`src/rtl/alu_shift_seq.sv`:
```
// Multi-cycle shift/rotate unit: walks the operand up to STEP bit positions per
// cycle behind a valid/ready request and response handshake.
module alu_shift_seq #(
  parameter int WIDTH = 32,
  parameter int STEP  = 1
) (
  input  logic             clk,
  input  logic             rst_n,
  input  logic             req_valid,
  output logic             req_ready,
  input  logic [WIDTH-1:0] req_a,
  input  logic [WIDTH-1:0] req_b,
  input  logic [3:0]       req_opcode,
  output logic             resp_valid,
  input  logic             resp_ready,
  output logic [WIDTH-1:0] resp_result,
  output logic             resp_err,
  output logic             busy
);

  localparam int LW = $clog2(WIDTH);
  localparam logic [LW-1:0] STEP_C = LW'(STEP);

  localparam logic [3:0] OP_SLL = 4'b0101;
  localparam logic [3:0] OP_SAR = 4'b0110;
  localparam logic [3:0] OP_ROL = 4'b0111;
  localparam logic [3:0] OP_ROR = 4'b1000;

  typedef enum logic [1:0] {IDLE, SHIFT, DONE} state_t;

  state_t           state, state_nxt;
  logic [WIDTH-1:0] work;
  logic [WIDTH-1:0] res;
  logic [3:0]       op;
  logic [LW-1:0]    cnt;
  logic             err;

  logic             accept;
  logic             legal;
  logic [LW-1:0]    amt;
  logic [LW-1:0]    step_amt;
  logic             last_step;
  logic [WIDTH-1:0] shifted;
  logic             unused_b;

  // One partial move of s positions (1..STEP); s is never 0 while shifting.
  function automatic logic [WIDTH-1:0] shift_step(input logic [WIDTH-1:0] w,
                                                  input logic [3:0]       opc,
                                                  input logic [LW-1:0]    s);
    logic signed [WIDTH-1:0] ws;
    ws = w;
    case (opc)
      OP_SLL:  return w << s;
      OP_SAR:  return ws >>> s;
      OP_ROL:  return (w << s) | (w >> (WIDTH - int'(s)));
      OP_ROR:  return (w >> s) | (w << (WIDTH - int'(s)));
      default: return w;
    endcase
  endfunction

  assign unused_b  = ^req_b[WIDTH-1:LW];
  assign amt       = req_b[LW-1:0];
  assign legal     = (req_opcode == OP_SLL) || (req_opcode == OP_SAR) ||
                     (req_opcode == OP_ROL) || (req_opcode == OP_ROR);
  assign accept    = req_valid && (state == IDLE);
  assign step_amt  = (cnt > STEP_C) ? STEP_C : cnt;
  assign last_step = (cnt <= STEP_C);
  assign shifted   = shift_step(work, op, step_amt);

  assign req_ready   = (state == IDLE);
  assign resp_valid  = (state == DONE);
  assign busy        = (state != IDLE);
  assign resp_result = res;
  assign resp_err    = err;

  always_ff @(posedge clk or negedge rst_n) begin
    if (!rst_n) state <= IDLE;
    else        state <= state_nxt;
  end

  always_comb begin
    state_nxt = state;
    case (state)
      IDLE:    if (req_valid) state_nxt = (!legal || amt == '0) ? DONE : SHIFT;
      SHIFT:   if (last_step) state_nxt = DONE;
      DONE:    if (resp_ready) state_nxt = IDLE;
      default: state_nxt = IDLE;
    endcase
  end

  // Datapath: capture on accept, walk the working register in SHIFT,
  // publish the result only when DONE is entered so it holds through IDLE.
  always_ff @(posedge clk or negedge rst_n) begin
    if (!rst_n) begin
      work <= '0;
      res  <= '0;
      op   <= '0;
      cnt  <= '0;
      err  <= 1'b0;
    end else if (accept) begin
      work <= req_a;
      op   <= req_opcode;
      cnt  <= amt;
      if (!legal) begin
        res <= '0;
        err <= 1'b1;
      end else if (amt == '0) begin
        res <= req_a;
        err <= 1'b0;
      end else begin
        err <= 1'b0;
      end
    end else if (state == SHIFT) begin
      work <= shifted;
      cnt  <= cnt - step_amt;
      if (last_step) res <= shifted;
    end
  end

endmodule
```
`config.mk`:
```
export PLATFORM = sky130hd
export DESIGN_NAME = alu_shift_seq
export DESIGN_NICKNAME = d
export VERILOG_FILES = /design/src/rtl/alu_shift_seq.sv
export SDC_FILE = /design/constraint.sdc
export NUM_CORES = 1
export LEC_CHECK = 0
export CAP_MARGIN = 30
export CORE_MARGIN = 3
export CORE_UTILIZATION = 50
export DETAILED_ROUTE_END_ITERATION = 12
export GPL_TIMING_DRIVEN = 0
export PLACE_DENSITY = 0.81
export SYNTH_ARGS = -nofsm -noshare
export SYNTH_HDL_FRONTEND = slang
export SYNTH_SLANG_ARGS = --single-unit
```
`constraint.sdc`:
```
create_clock -name clk -period 4 [get_ports clk]
set_input_delay 1 -clock clk [delete_from_list [all_inputs] [get_ports clk]]
set_output_delay 1 -clock clk [all_outputs]
set_load 0.005 [all_outputs]
```
== Word-level counts from Yosys, hierarchy flattened ==
Cells that the tools add are included.
Cells by class
  add/subtract/negate cells: 2
  bitwise operators: 2
  muxes and demuxes: 17
  multipliers: 0
  reductions and logical operators: 13
  shift operators: 5
  eq/ne operators: 14
  order comparisons: 2
  div/mod/pow operators: 0
Operator list (count)
  two-way mux 32 bit: 7
  one-hot mux 32 bit (4 select lines): 1
  OR 32 bit: 2
  << shifter 32 x 32 -> 32 bit: 1
  << shifter 32 x 5 -> 32 bit: 1
  right shift 32 x 32 -> 32 bit: 1
  right shift 32 x 5 -> 32 bit: 1
  >>> shifter 32 x 5 -> 32 bit: 1
  == test 4 x 3 -> 1 bit, second input constant: 6
  two-way mux 5 bit: 3
  == test 4 bit, second input constant: 2
  two-way mux 2 bit: 4
  subtractor 6 x 5 -> 7 bit, first input constant: 1
  one-hot mux 2 bit (3 select lines): 1
  AND reduction 3 bit: 2
  nonzero test 2 bit: 3
  > comparator 5 x 1 -> 1 bit, second input constant: 1
  <= comparator 5 x 1 -> 1 bit, second input constant: 1
  logical NOT 5 bit: 1
  subtractor 5 bit: 1
  logical OR 1 bit: 4
  inequality test 2 bit, second input constant: 2
  inequality test 3 x 2 -> 1 bit, second input constant: 1
  == test 2 x 1 -> 1 bit, second input constant: 1
  6 further kinds: 6
Word-level totals
  flip-flop bits (word level): 76
  memory bits (read-only): 0
  bits in latches: 0
  output and inout port bits: 36
  memories kept: 0
  input bits: 72
  bits in writable memories: 0

== Depth between registers and ports, before layout ==
  depth after elaboration: 9
  gate-level depth with buffers: 13
  depth with buffers taken out: 10

== Worst setup path after synthesis ==
Ideal clock, no wire load.
  kind: register to register
  start: register cnt[1]
  end: register work[31]
  library setup time: 0.126 ns
  buffers on the path: 5
  cell stages (with the launch flop): 13
  slack: 1.104 ns
  clock period less this slack: 2.896 ns
  arrival time: 2.770 ns
  path through: dfrtp_1 nor4_4 nand2_2 inv_1 buf_4 buf_2 ha_1 buf_2 buf_2 clkbuf_1 o2111ai_1 nand3_1 a221o_1
Between the ends
  word-level cells in the longest chain between the ends: 8
  elaborated cells between the ends (all ways): 13
  classes of those cells: 1 x add/sub; 1 x order compare; 5 x shift; 4 x mux; 2 x bitwise
RTL lines
  from (decl): RTL line 35  | logic [LW-1:0] cnt;
  from (signal assigned): RTL line 103  | cnt <= amt;
  from (signal assigned): RTL line 115  | cnt <= cnt - step_amt;
  > comparator 5 x 1 -> 1 bit: RTL line 66  | assign step_amt = (cnt > STEP_C) ? STEP_C : cnt;
  two-way mux 5 bit *: RTL line 66
  subtractor 6 x 5 -> 7 bit: RTL line 55, 56
  << shifter 32 x 32 -> 32 bit / right shift 32 x 32 -> 32 bit (equally long branches): RTL line 56, 55
  OR 32 bit, on equally long branches: RTL line 56, 55
  one-hot mux 32 bit (4 select lines) *: RTL line 52  | case (opc)
  two-way mux 32 bit *: RTL line 113  | end else if (state == SHIFT) begin
  two-way mux 32 bit *: RTL line 100  | end else if (accept) begin
  to (signal assigned): RTL line 101  | work <= req_a;
  to (signal assigned): RTL line 114  | work <= shifted;
  to (decl): RTL line 32  | logic [WIDTH-1:0] work;
Mark *: on every way between the ends. The rest lies on a longest branch, timed or not. The select of a mux whose other input is x is not followed.
A chain may end at the register's enable or synchronous reset.

== Worst setup path after layout ==
Same ends and word-level chain as after synthesis.

==> results by group <==
Status
  • Status: completed

Route
  • DR WL/cell: roughly 27 µm
  • DR top layer: met4
  • Iter 0 DRT Violations: 1,297
  • Metal2 WL: 10,030 µm
  • # DRC: 0
  • Via Count: 6,342
  • Vias per cell: 7.349
  • WL met1: 8615 µm
  • Met3 WL: around 3200 µm
  • DRT antenna net count: 0
  • Total Wirelength: 23,280 µm
  • Pre-antenna DRT Iters: 8

STA
  • Final min period: just under 4 ns
  • Worst clock skew: ~0.014 ns
  • Final Hold Viols: 0
  • Relative slew slack: 0.3200
  • Worst Tran Pin Value: about 1.0 ns
  • Final Cycle Share: 0.9679
  • Final Setup Violations: 0
  • Setup ws final: 0.1284 ns
  • RSZ-0062 raised after global routing: no
  • Setup TNS: 0 ns
  • Max-slew violations: 0
  • Fmax: 258.3 MHz

Clock network
  • Root buf cell: clkbuf_8
  • Skew-Pair Late Insertion Delay: 0.38 ns
  • CTS clk-pin slew, worst paths: 0.10 ns
  • Total CTS buffers: 9
  • CTS sink cnt: 76
  • Clock Tree Buf Depth: 2
  • CTS tree: yes
  • CTS H-tree depth: 3
  • Number of setup buffers added after CTS: 0

Floorplan
  • IO Count: around 110
  • Cell row count: 36
  • DIE WIDTH: 109.1 µm
  • Die area: 11,900 µm²
  • Die span in y: between 100 and 150 µm
  • Initial Util: 0.5288
  • Total core area: 10,040 µm²

Setup path
  • Worst path slowest cell: dfrtp_1
  • Crit path max-delay family: buffers and inverters
  • Crit path launch type: flip-flop
  • Max incr delay on CP: 0.45 ns
  • WP buf/inv: 6
  • Critical path required time: 4.27 ns
  • CP max FO: 10
  • Cell Chain, Critical Path: nor4_4 > nand2_2 > inv_1 > buf_4 > buf_2 > ha_1 > buf_2 > buf_2 > clkbuf_1 > o2111ai_1 > nand3_1 > a221o_1
  • Most used cell along the critical path: buf_2
  • CP arrival: approximately 4.1 ns
  • Worst Setup End Kind: flip-flop
  • Crit path kind: reg2reg

Power
  • Part of the power in the clock network: 0.134
  • Switching part of the total: 0.5017
  • Design internal power: roughly 3 mW
  • P_leak: 2.559 nW
  • Peak supply drop: 0.5765 mV
  • Power per cell area: 926.3 nW/µm²
  • Switching Power: 3.058 mW
  • Gate power share: 0.605
  • Seq pwr share: 0.260

Min path
  • Worst Hold Class: reg2reg

Synth
  • Synthesized area: 5311 µm²
  • Area leader, netlist: dfrtp_1
  • Ys flop type: dfrtp_1
  • Synth top cells by count: dfrtp_1 (76), nand2_1 (70), nor2_1 (59)
  • Top-count cell post-synth: dfrtp_1
  • Post-synthesis mux area share: 0.04829
  • Number of synthesized register bits: 76
  • Post-synth ARST share: 1.000
  • Synth Area in Simple Gates: 0.1654
  • Post-synth EDFFs: 0
  • Cells after Synth: 633
  • Yosys synthesis warning count: 0
  • Synth area leaders: dfrtp_1 (36%), nand2_1 (4.9%), a21oi_1 (4.5%)
  • Synth cell types: around 70
  • Complex-gate fraction of the synthesized area: 0.3531
  • XOR/XNOR Fraction of Synth Area: 0
  • Avg Cell Area, Syn: between 8 and 9 µm²
  • Largest family of logic cells by synthesized area: compound AO/OA/AOI/OAI gates
  • Yosys top cell area share: 0.3581
  • Post-Syn Nets: between 700 and 800
  • Register area share after synthesis: 0.3581
  • Post-Synth Adder-Cell Area: 0.004711

Final layout
  • Fillers: 835
  • # diodes: 0
  • Synth-to-Final Area Change: 23.89%
  • Post-route insts no fill: 863
  • Final-stage net count: 799
  • Share of cells above drive strength 1: 0.09726

Place
  • IO buf count: 79
  • Placed cell count: around 850
  • DP HPWL: 17,070 µm
  • GPL Wtd Cong: ~1.1
  • Pre-CTS setup slack: 0.09722 ns

Global route
  • Largest net degree at the start of global routing: 48
  • Global-route usage over all layers: 0.4027
  • Gr ovfl total: 0
  • Initial antenna violation count: 0
  • Vias in the first global route: 6,092
  • First-pass GRT wire length: 35,770 µm

Flow run
  • Total of max-cap violations: 0
-- through the flow --
stage	instance area, µm²	utilization	power (mW)	hold slack [ns]
global placement	6269	0.6241	4.974	0.4746
global route	6580	0.6551	6.355	0.5327
CTS	6564	0.6535	5.882	0.5034
detailed placement	6294	0.6266	5.067	0.4747
floorplan	5311	-	3.601	0.4733
finish	6580	0.6551	6.095	0.4988
-- metal layers --
metal	global-route usage	vias to the layer above
met5	0	-
met4	0.1957	0
met3	0.1160	119
met2	0.6070	600
met1	0.5299	2997
li1	-	2626
-- worst paths after layout --
path / start / endpoint / slack [ns] / cells after the start
setup / recovery: cnt[1] / work[31] / 0.13 / 12
hold / removal: resp_result[2] / resp_result[2] / 0.50 / 2
setup reg to reg: cnt[1] / work[31] / 0.13 / 12
hold reg to reg: resp_result[2] / resp_result[2] / 0.50 / 2
max in group asynchronous: rst_n / work[25] / 2.82 / 2
min in group asynchronous: rst_n / op[0] / 0.57 / 1
-- power by group through the flow --
stage	Combinational (mW)	Clock, mW	Sequential [mW]
2_1_floorplan	2.15	0	1.45
3_3_place_gp	3.43	0	1.55
3_5_place_dp	3.50	0	1.57
4_1_cts	3.52	0.807	1.55
5_1_grt	3.90	0.839	1.62
6_report	3.69	0.819	1.59
-- flip-flops by register name (all words and copies together) (netlist names) --
name / count
op: 4
state: 2
resp_err: 1
cnt: 5
work: 32
resp_result: 32
-- what timing repair did --
| item | in CTS | in global routing |
|---|---|---|
| setup endpoints to repair | 0 | 1 |
| resized for setup | 0 | 3 |
| hold buffers | 0 | 0 |
-- layout make-up --
class / instances / area [µm²] / share of cell area
clock buffers: 9 / 123.9 / 0.01882
inverters: 15 / 56.30 / 0.008557
clock inverters: 7 / 146.4 / 0.02225
flip-flops and latches: 76 / 1902 / 0.2890
plain buffers: 66 / 315.3 / 0.04792
multi-input cells: 476 / 3047 / 0.4630
well taps: 133 / 166.4 / 0.02529
repair buffers: 81 / 823.3 / 0.1251
-- kinds of logic (layout without fill, tap and decap cells) --
kind of cell / Yosys count / in the layout
DFF: 76 / 76
muxes: 23 / 23
other: 1 / 1
buffers and inverters: 81 / 178
AOI/OAI and AO/OA: 267 / 267
and+or+nand+nor: 183 / 183
adders and majority gates: 2 / 2
-- worst register-to-register path, cell delays in order (launching register included) --
cell and delay, ns:
dfrtp_1 0.45, nor4_4 0.40, nand2_2 0.26, inv_1 0.16, buf_4 0.19, buf_2 0.29
ha_1 0.27, buf_2 0.24, buf_2 0.27, clkbuf_1 0.33, o2111ai_1 0.31, nand3_1 0.21
a221o_1 0.38
-- cell usage in the layout (no fill, tap or decap), types with 9 or more instances in the layout --
master            n
o211ai_1         10
inv_1            14
a31oi_1          18
nand3_1          12
clkbuf_8          9
a21oi_1          48
clkdlybuf4s50_1  78
mux2i_1          11
o221ai_1         13
nor2_1           59
clkbuf_1         38
o22ai_1          16
buf_2            17
dfrtp_1          76
nand2_1          70
mux2_2           11
o21ai_0          47
o32ai_1          11
a222oi_1         15
a22oi_1          25
(Power assumes the default switching activity.)
